==> src/rtl/ray_stepper_stream_if.sv <==
// Ray/box request and exit-result channel between the ray generator and ray_stepper_stream.
// The iters field exists only when RAY_STEPPER_ITERS_EN is defined.
interface ray_stepper_stream_if #(
    parameter int WIDTH = 16
`ifdef RAY_STEPPER_ITERS_EN
    , parameter int ITER_W = $clog2(WIDTH + 3)
`endif
);
    logic                  inValid;
    logic                  inReady;
    logic [2:0][WIDTH-1:0] q;
    logic [2:0][WIDTH-1:0] v;
    logic [2:0][WIDTH-1:0] l;
    logic [2:0][WIDTH-1:0] u;
    logic                  abort;
    logic                  outValid;
    logic                  outReady;
    logic [2:0][WIDTH-1:0] qp;
    logic [1:0]            status;
    logic [2:0]            exitAxis;
`ifdef RAY_STEPPER_ITERS_EN
    logic [ITER_W-1:0]     iters;
`endif

    modport master (
        output inValid, q, v, l, u, abort, outReady,
        input  inReady, outValid, qp, status, exitAxis
`ifdef RAY_STEPPER_ITERS_EN
        , input iters
`endif
    );

    modport slave (
        input  inValid, q, v, l, u, abort, outReady,
        output inReady, outValid, qp, status, exitAxis
`ifdef RAY_STEPPER_ITERS_EN
        , output iters
`endif
    );
endinterface

==> src/rtl/ray_stepper_stream.sv <==
// Streaming ray/AABB exit search: halving-step binary search for the first position just outside the box.
// Define RAY_STEPPER_ITERS_EN to expose the iteration count on the iters port.
module ray_stepper_stream #(
    parameter int WIDTH     = 16,
    parameter int MAX_ITERS = WIDTH + 2,
    parameter int ITER_W    = $clog2(MAX_ITERS + 1)
) (
    input  logic                clock,
    input  logic                reset,
    ray_stepper_stream_if.slave bus
);
    typedef enum logic [1:0] {IDLE, STEP, HOLD} state_t;

    localparam logic [1:0]              ST_EXIT    = 2'd0;
    localparam logic [1:0]              ST_OOB     = 2'd1;
    localparam logic [1:0]              ST_TIMEOUT = 2'd2;
    localparam logic signed [WIDTH+1:0] P_ONE      = {{(WIDTH+1){1'b0}}, 1'b1};
    localparam logic signed [WIDTH:0]   R_ONE      = {{WIDTH{1'b0}}, 1'b1};
    localparam logic [ITER_W-1:0]       CNT_ONE    = {{(ITER_W-1){1'b0}}, 1'b1};
    localparam logic [ITER_W-1:0]       LAST_CNT   = ITER_W'(MAX_ITERS);

    state_t                state_q, state_d;
    logic [2:0][WIDTH-1:0] acc_q, acc_d;
    logic [2:0][WIDTH-1:0] l_q, l_d;
    logic [2:0][WIDTH-1:0] u_q, u_d;
    logic signed [WIDTH:0] step_q [3];
    logic signed [WIDTH:0] step_d [3];
    logic [ITER_W-1:0]     cnt_q, cnt_d;
    logic                  out_valid_q, out_valid_d;
    logic [1:0]            status_q, status_d;
    logic [2:0]            exit_axis_q, exit_axis_d;
`ifdef RAY_STEPPER_ITERS_EN
    logic [ITER_W-1:0]     iters_q, iters_d;
`endif

    logic signed [WIDTH:0]   r [3];
    logic signed [WIDTH+1:0] p [3];
    logic [2:0]              in_v, on_v, oob_v;
    logic                    all_in, any_on, any_oob, accept;
    logic [ITER_W-1:0]       cnt_inc;

    // Odd non-negative steps round up so a positive search can still land exactly on u+1.
    always_comb begin
        logic signed [WIDTH+1:0] lo, hi;
        in_v  = '0;
        on_v  = '0;
        oob_v = '0;
        for (int i = 0; i < 3; i++) begin
            r[i] = step_q[i] >>> 1;
            if (!step_q[i][WIDTH] && step_q[i][0]) begin
                r[i] = r[i] + R_ONE;
            end
            p[i]     = $signed({2'b00, acc_q[i]}) + $signed({r[i][WIDTH], r[i]});
            lo       = $signed({2'b00, l_q[i]}) - P_ONE;
            hi       = $signed({2'b00, u_q[i]}) + P_ONE;
            in_v[i]  = (p[i] >= lo) && (p[i] <= hi);
            on_v[i]  = (p[i] == lo) || (p[i] == hi);
            oob_v[i] = (p[i][WIDTH+1:WIDTH] != 2'b00);
        end
    end

    assign all_in  = &in_v;
    assign any_on  = |on_v;
    assign any_oob = |oob_v;
    assign cnt_inc = cnt_q + CNT_ONE;
    assign accept  = bus.inValid && bus.inReady;

    // abort outranks both finishing and accepting; HOLD can hand straight over to a new ray.
    always_comb begin
        state_d     = state_q;
        acc_d       = acc_q;
        l_d         = l_q;
        u_d         = u_q;
        step_d      = step_q;
        cnt_d       = cnt_q;
        out_valid_d = out_valid_q;
        status_d    = status_q;
        exit_axis_d = exit_axis_q;
`ifdef RAY_STEPPER_ITERS_EN
        iters_d     = iters_q;
`endif
        if (bus.abort) begin
            state_d     = IDLE;
            out_valid_d = 1'b0;
        end else begin
            case (state_q)
                STEP: begin
                    for (int i = 0; i < 3; i++) begin
                        step_d[i] = step_q[i] >>> 1;
                        if (all_in) begin
                            acc_d[i] = p[i][WIDTH-1:0];
                        end
                    end
                    cnt_d = cnt_inc;
                    if (all_in && any_on) begin
                        state_d     = HOLD;
                        out_valid_d = 1'b1;
                        status_d    = any_oob ? ST_OOB : ST_EXIT;
                        exit_axis_d = on_v;
`ifdef RAY_STEPPER_ITERS_EN
                        iters_d     = cnt_inc;
`endif
                    end else if (cnt_inc == LAST_CNT) begin
                        state_d     = HOLD;
                        out_valid_d = 1'b1;
                        status_d    = ST_TIMEOUT;
                        exit_axis_d = 3'b000;
`ifdef RAY_STEPPER_ITERS_EN
                        iters_d     = cnt_inc;
`endif
                    end
                end
                HOLD: begin
                    if (bus.outReady) begin
                        state_d     = IDLE;
                        out_valid_d = 1'b0;
                    end
                end
                default: ;
            endcase
            if (accept) begin
                state_d     = STEP;
                out_valid_d = 1'b0;
                acc_d       = bus.q;
                l_d         = bus.l;
                u_d         = bus.u;
                cnt_d       = '0;
                for (int i = 0; i < 3; i++) begin
                    step_d[i] = {bus.v[i], 1'b0};
                end
            end
        end
    end

    always_ff @(posedge clock or negedge reset) begin
        if (!reset) begin
            state_q     <= IDLE;
            acc_q       <= '0;
            l_q         <= '0;
            u_q         <= '0;
            step_q      <= '{default: '0};
            cnt_q       <= '0;
            out_valid_q <= 1'b0;
            status_q    <= ST_EXIT;
            exit_axis_q <= 3'b000;
`ifdef RAY_STEPPER_ITERS_EN
            iters_q     <= '0;
`endif
        end else begin
            state_q     <= state_d;
            acc_q       <= acc_d;
            l_q         <= l_d;
            u_q         <= u_d;
            step_q      <= step_d;
            cnt_q       <= cnt_d;
            out_valid_q <= out_valid_d;
            status_q    <= status_d;
            exit_axis_q <= exit_axis_d;
`ifdef RAY_STEPPER_ITERS_EN
            iters_q     <= iters_d;
`endif
        end
    end

    assign bus.inReady  = !bus.abort && ((state_q == IDLE) || ((state_q == HOLD) && bus.outReady));
    assign bus.outValid = out_valid_q;
    assign bus.qp       = acc_q;
    assign bus.status   = status_q;
    assign bus.exitAxis = exit_axis_q;
`ifdef RAY_STEPPER_ITERS_EN
    assign bus.iters    = iters_q;
`endif
endmodule

==> src/flat_wrapper.sv <==
// flat-port wrapper written by rule: the top's interface ports become plain ports
module ray_stepper_stream_flat 
#(
    parameter int WIDTH     = 16,
    parameter int MAX_ITERS = WIDTH + 2,
    parameter int ITER_W    = $clog2(MAX_ITERS + 1)
)
  (clock, reset, bus_inValid, bus_q, bus_v, bus_l, bus_u, bus_abort, bus_outReady, bus_inReady, bus_outValid, bus_qp, bus_status, bus_exitAxis);
  ray_stepper_stream_if #(.WIDTH(WIDTH)) bus_i ();
  input  logic clock;
  input  logic reset;
  input wire logic [$bits(bus_i.inValid)-1:0] bus_inValid;
  input wire logic [$bits(bus_i.q)-1:0] bus_q;
  input wire logic [$bits(bus_i.v)-1:0] bus_v;
  input wire logic [$bits(bus_i.l)-1:0] bus_l;
  input wire logic [$bits(bus_i.u)-1:0] bus_u;
  input wire logic [$bits(bus_i.abort)-1:0] bus_abort;
  input wire logic [$bits(bus_i.outReady)-1:0] bus_outReady;
  output wire logic [$bits(bus_i.inReady)-1:0] bus_inReady;
  output wire logic [$bits(bus_i.outValid)-1:0] bus_outValid;
  output wire logic [$bits(bus_i.qp)-1:0] bus_qp;
  output wire logic [$bits(bus_i.status)-1:0] bus_status;
  output wire logic [$bits(bus_i.exitAxis)-1:0] bus_exitAxis;
  assign bus_i.inValid = bus_inValid;
  assign bus_i.q = bus_q;
  assign bus_i.v = bus_v;
  assign bus_i.l = bus_l;
  assign bus_i.u = bus_u;
  assign bus_i.abort = bus_abort;
  assign bus_i.outReady = bus_outReady;
  assign bus_inReady = bus_i.inReady;
  assign bus_outValid = bus_i.outValid;
  assign bus_qp = bus_i.qp;
  assign bus_status = bus_i.status;
  assign bus_exitAxis = bus_i.exitAxis;
  ray_stepper_stream #(.WIDTH(WIDTH), .MAX_ITERS(MAX_ITERS), .ITER_W(ITER_W)) u_core (.clock(clock), .reset(reset), .bus(bus_i));
endmodule
==> config.mk <==
export PLATFORM = sky130hd
export DESIGN_NAME = ray_stepper_stream_flat
export DESIGN_NICKNAME = d
export VERILOG_FILES = /design/src/rtl/ray_stepper_stream_if.sv /design/src/rtl/ray_stepper_stream.sv /design/src/flat_wrapper.sv
export SDC_FILE = /design/constraint.sdc
export NUM_CORES = 1
export LEC_CHECK = 0
export ABC_AREA = 1
export ABC_CLOCK_PERIOD_IN_PS = 4600
export BUFFER_PORTS_ARGS = -buffer_cell sky130_fd_sc_hd__clkbuf_2
export CORE_AREA = 5 5 179 181
export CTS_CLUSTER_SIZE = 20
export DETAILED_ROUTE_END_ITERATION = 10
export DIE_AREA = 0 0 184 186
export GPL_TIMING_DRIVEN = 0
export PLACE_DENSITY = 0.79
export SYNTH_ARGS = -nofsm -noshare
export SYNTH_HDL_FRONTEND = slang
export SYNTH_SLANG_ARGS = --single-unit
==> constraint.sdc <==
create_clock -name clock -period 4.6 [get_ports clock]
set_input_delay 0.46 -clock clock [delete_from_list [all_inputs] [get_ports clock]]
set_output_delay 0.46 -clock clock [all_outputs]
set_load 0.01 [all_outputs]
==> results.md <==
- Outcome: complete, but fails checks
- Failing checks: hold timing, setup timing
- Reg2reg end: u_core.bus.qp[9]
- CORE AREA: 0.0303 mm2
- DR WL met2: 25,600 um
- Final setup margin: -0.637 ns
- Vias in the first global route: 15,900
- Pwr Density: 885 mW/mm2
- Power, Total: 17.9 mW
- M1 WL: 22,600 um
- Actual slew at the worst max-slew pin: 0.993 ns
- Share of cells above drive strength 1: 22.8%
- Worst Hold Class: input port to async pin
- H-tree Lvls: 1
- Most common library cells after synthesis: nand2_1, dfrtp_1, inv_1, ha_1, nor2_1
- DRC: 0
- Synth area leader: dfrtp_1
- TritonCTS clock tree: done
- Worst Path Buf+Inv: 7
- Clock Tree Root: clkbuf_16
- Min Tclk post-route: 5.24 ns
- Top Metal Used: met4
- FMAX: 0.191 GHz
- RSZ-0062 raised after global routing: true
- CP Depth: 34
- FFs w/ async S/R, synth: 100%
- Final setup viols: 55
- Initial DRC Count: 1,448
- Worst hold slack: -0.0325 ns
- R2R setup slack: -0.64 ns
- Final hold violation count: 6
- CP max FO: 7
- Setup crit end: u_core.bus.qp[9]
- Synth-to-layout area growth: 27.2%
- Initial antenna violation count: 0
- GP Congestion: 0.967
- CTS Sinks: 207
- Worst-Skew Late Latency: 0.53 ns
- Flops & latches, synth: 207
- Crit path launch: u_core.step_q[1]
- Relative slew slack: 33.8%
- Worst Skew: 0.0106 ns
- Per-cell routed wire length: 18.9 um
- Maximum root-to-sink buffer count: 3
- Final wirelength: 55,600 um
- Req. time, crit path: 5.06 ns
- # nets final: 2,894
- Most instantiated library cell after synthesis: nand2_1
- Post-synth cell types: 43
- DIE WIDTH: 184 um
- Syn_nets: 2,541
- Critical path's top delay family: simple AND/OR/NAND/NOR gates
- Die Ht: 186 um
- Synth area leaders: dfrtp_1, nand2_1, ha_1
- Grt ovf: 0
- Final Util: 66.6%
- Design Area, Final: 0.0202 mm2
- Dominant synthesized flop cell: dfrtp_1
- Dpl cell area: 0.0177 mm2
- Yosys warns: 0
- Vias: 16,400
- Cts bufs inserted: 25
- Slew Viols, Final: 0
- Max cap viols: 0
- Slowest cell delay on critical path: 0.39 ns
- Clk pin slew, worst setup/hold paths: 0.06 ns
- Top Ports: 252
- Global-route wire length before repair: 83,600 um
- CP Capture Type: register
- Antenna diodes: 0
- FP Rows: 64
- Mean Syn Cell Area: 7.27 um2
- Cell Area, Synth: 0.0158 mm2
- WP data arrival: 5.70 ns
- WS Path Type: register to register
- Initial Util: 52.4%
- R2R depth: 34
- Tot GR Track Use: 30.8%
- Fin crit share: 114%
- Hold buffer count at CTS: 0
- Slowest CP cell: dfrtp_1
- P_leak: 10.4 nW
- First-pass DRT Iterations: 5
- Cells after Synth: 2,180
- Largest net degree at the start of global routing: 111
- Hpwl dp: 42,000 um
- Synth top area share: 32.7%
- Final ANT Viol Nets: 0
- Total Die Area: 0.0342 mm2
- Kind of start point of the critical path: register
- VDD IR max: 0.000483 V
- Post-synth EDFFs: 0
- Vias per std cell: 5.58
- Start of the worst register-to-register path: u_core.step_q[1]
- Setup_tns: -30.80 ns
- Routed wl met3: 4930 um
- Sequential area share after synthesis: 32.7%
- I/O Buffers: 251
-- area by class of cell --
class / instances / area, um2
Multi-Input combinational cell: 1710 / 10600
Fill cell: 2528 / 10100
Sequential cell: 207 / 5180
Timing Repair Buffer: 326 / 1930
Inverter: 201 / 757
Clock buffer: 38 / 754
Tap cell: 396 / 495
Buffer: 62 / 328
Clock inverter: 7 / 87.6
-- sequential cells by signal (all words and copies together), names as in the netlist --
signal,count
u_core.bus.exitAxis,3
u_core.step_q,51
u_core.l_q,48
u_core.u_q,48
u_core.cnt_q,5
u_core.bus.status,2
u_core.bus.qp,48
u_core.state_q,2
-- per-layer routing --
layer	track usage, %	vias to the layer above
li1	-	7844
met1	40.8	7743
met2	50.1	712
met3	6.14	138
met4	11.7	0
met5	0	-
-- timing repair --
item                                    in CTS  in global routing
pin swaps                                   58                 77
endpoints found under the setup margin      55                 55
gates cloned                                 1                  2
setup buffers                               48                 23
resized for setup                           94                143
-- worst min path at each step --
stage                                    start                     end  slack, ns  cells past startpoint
after detailed placement  u_core.bus.status[1]    u_core.bus.status[1]       0.47                      2
after CTS                                reset          u_core.l_q[27]       0.03                      1
final                                    reset          u_core.l_q[25]      -0.03                      1
after floorplan                          reset  u_core.bus.exitAxis[0]       0.16                      0
after global routing                     reset          u_core.l_q[25]       0.05                      1
after global placement    u_core.bus.status[1]    u_core.bus.status[1]       0.46                      2
-- power by group --
part	switching, mW	leakage, nW	internal, mW
sequential	0.678	2.51	2.38
clock	0.811	0.416	1.24
combinational	7.85	7.52	4.90
total	9.34	10.4	8.52
-- through the flow --
stage | cells | worst slack, ns
after floorplan | 2180 | 0.00533
after global placement | 2827 | -1.22
after detailed placement | 2828 | -1.15
after CTS | 2922 | -0.400
after global routing | 2947 | -0.872
final | 2947 | -0.637
-- logic make-up after synthesis --
| family | after synthesis | share of synthesized area, % |
|---|---|---|
| buf+inv | 263 | 6.51 |
| simple gates | 1093 | 28.5 |
| flops | 207 | 32.7 |
| fa+ha+maj | 164 | 13.1 |
| xor+xnor | 164 | 9.06 |
| compound gates | 289 | 10.1 |
-- placed cells by master (no fill, tap or decap), drive strengths merged, types with 2 or more instances in the layout --
cell type,instances
o21bai,3
xnor2,30
o21ai,93
a21o,6
nand3b,5
nand3,125
o2111ai,4
nor4,22
a31oi,7
nand2,727
nor3,42
nor2,143
inv,200
o22ai,46
xor2,134
buf,83
dfrtp,207
a21oi,115
or2,2
a211oi,3
ha,161
a21boi,2
clkinv,5
o211ai,3
nand4,25
o41ai,2
clkbuf,343
fa,3
bufinv,2
o31ai,3
Power figures use the tool's default switching activity.
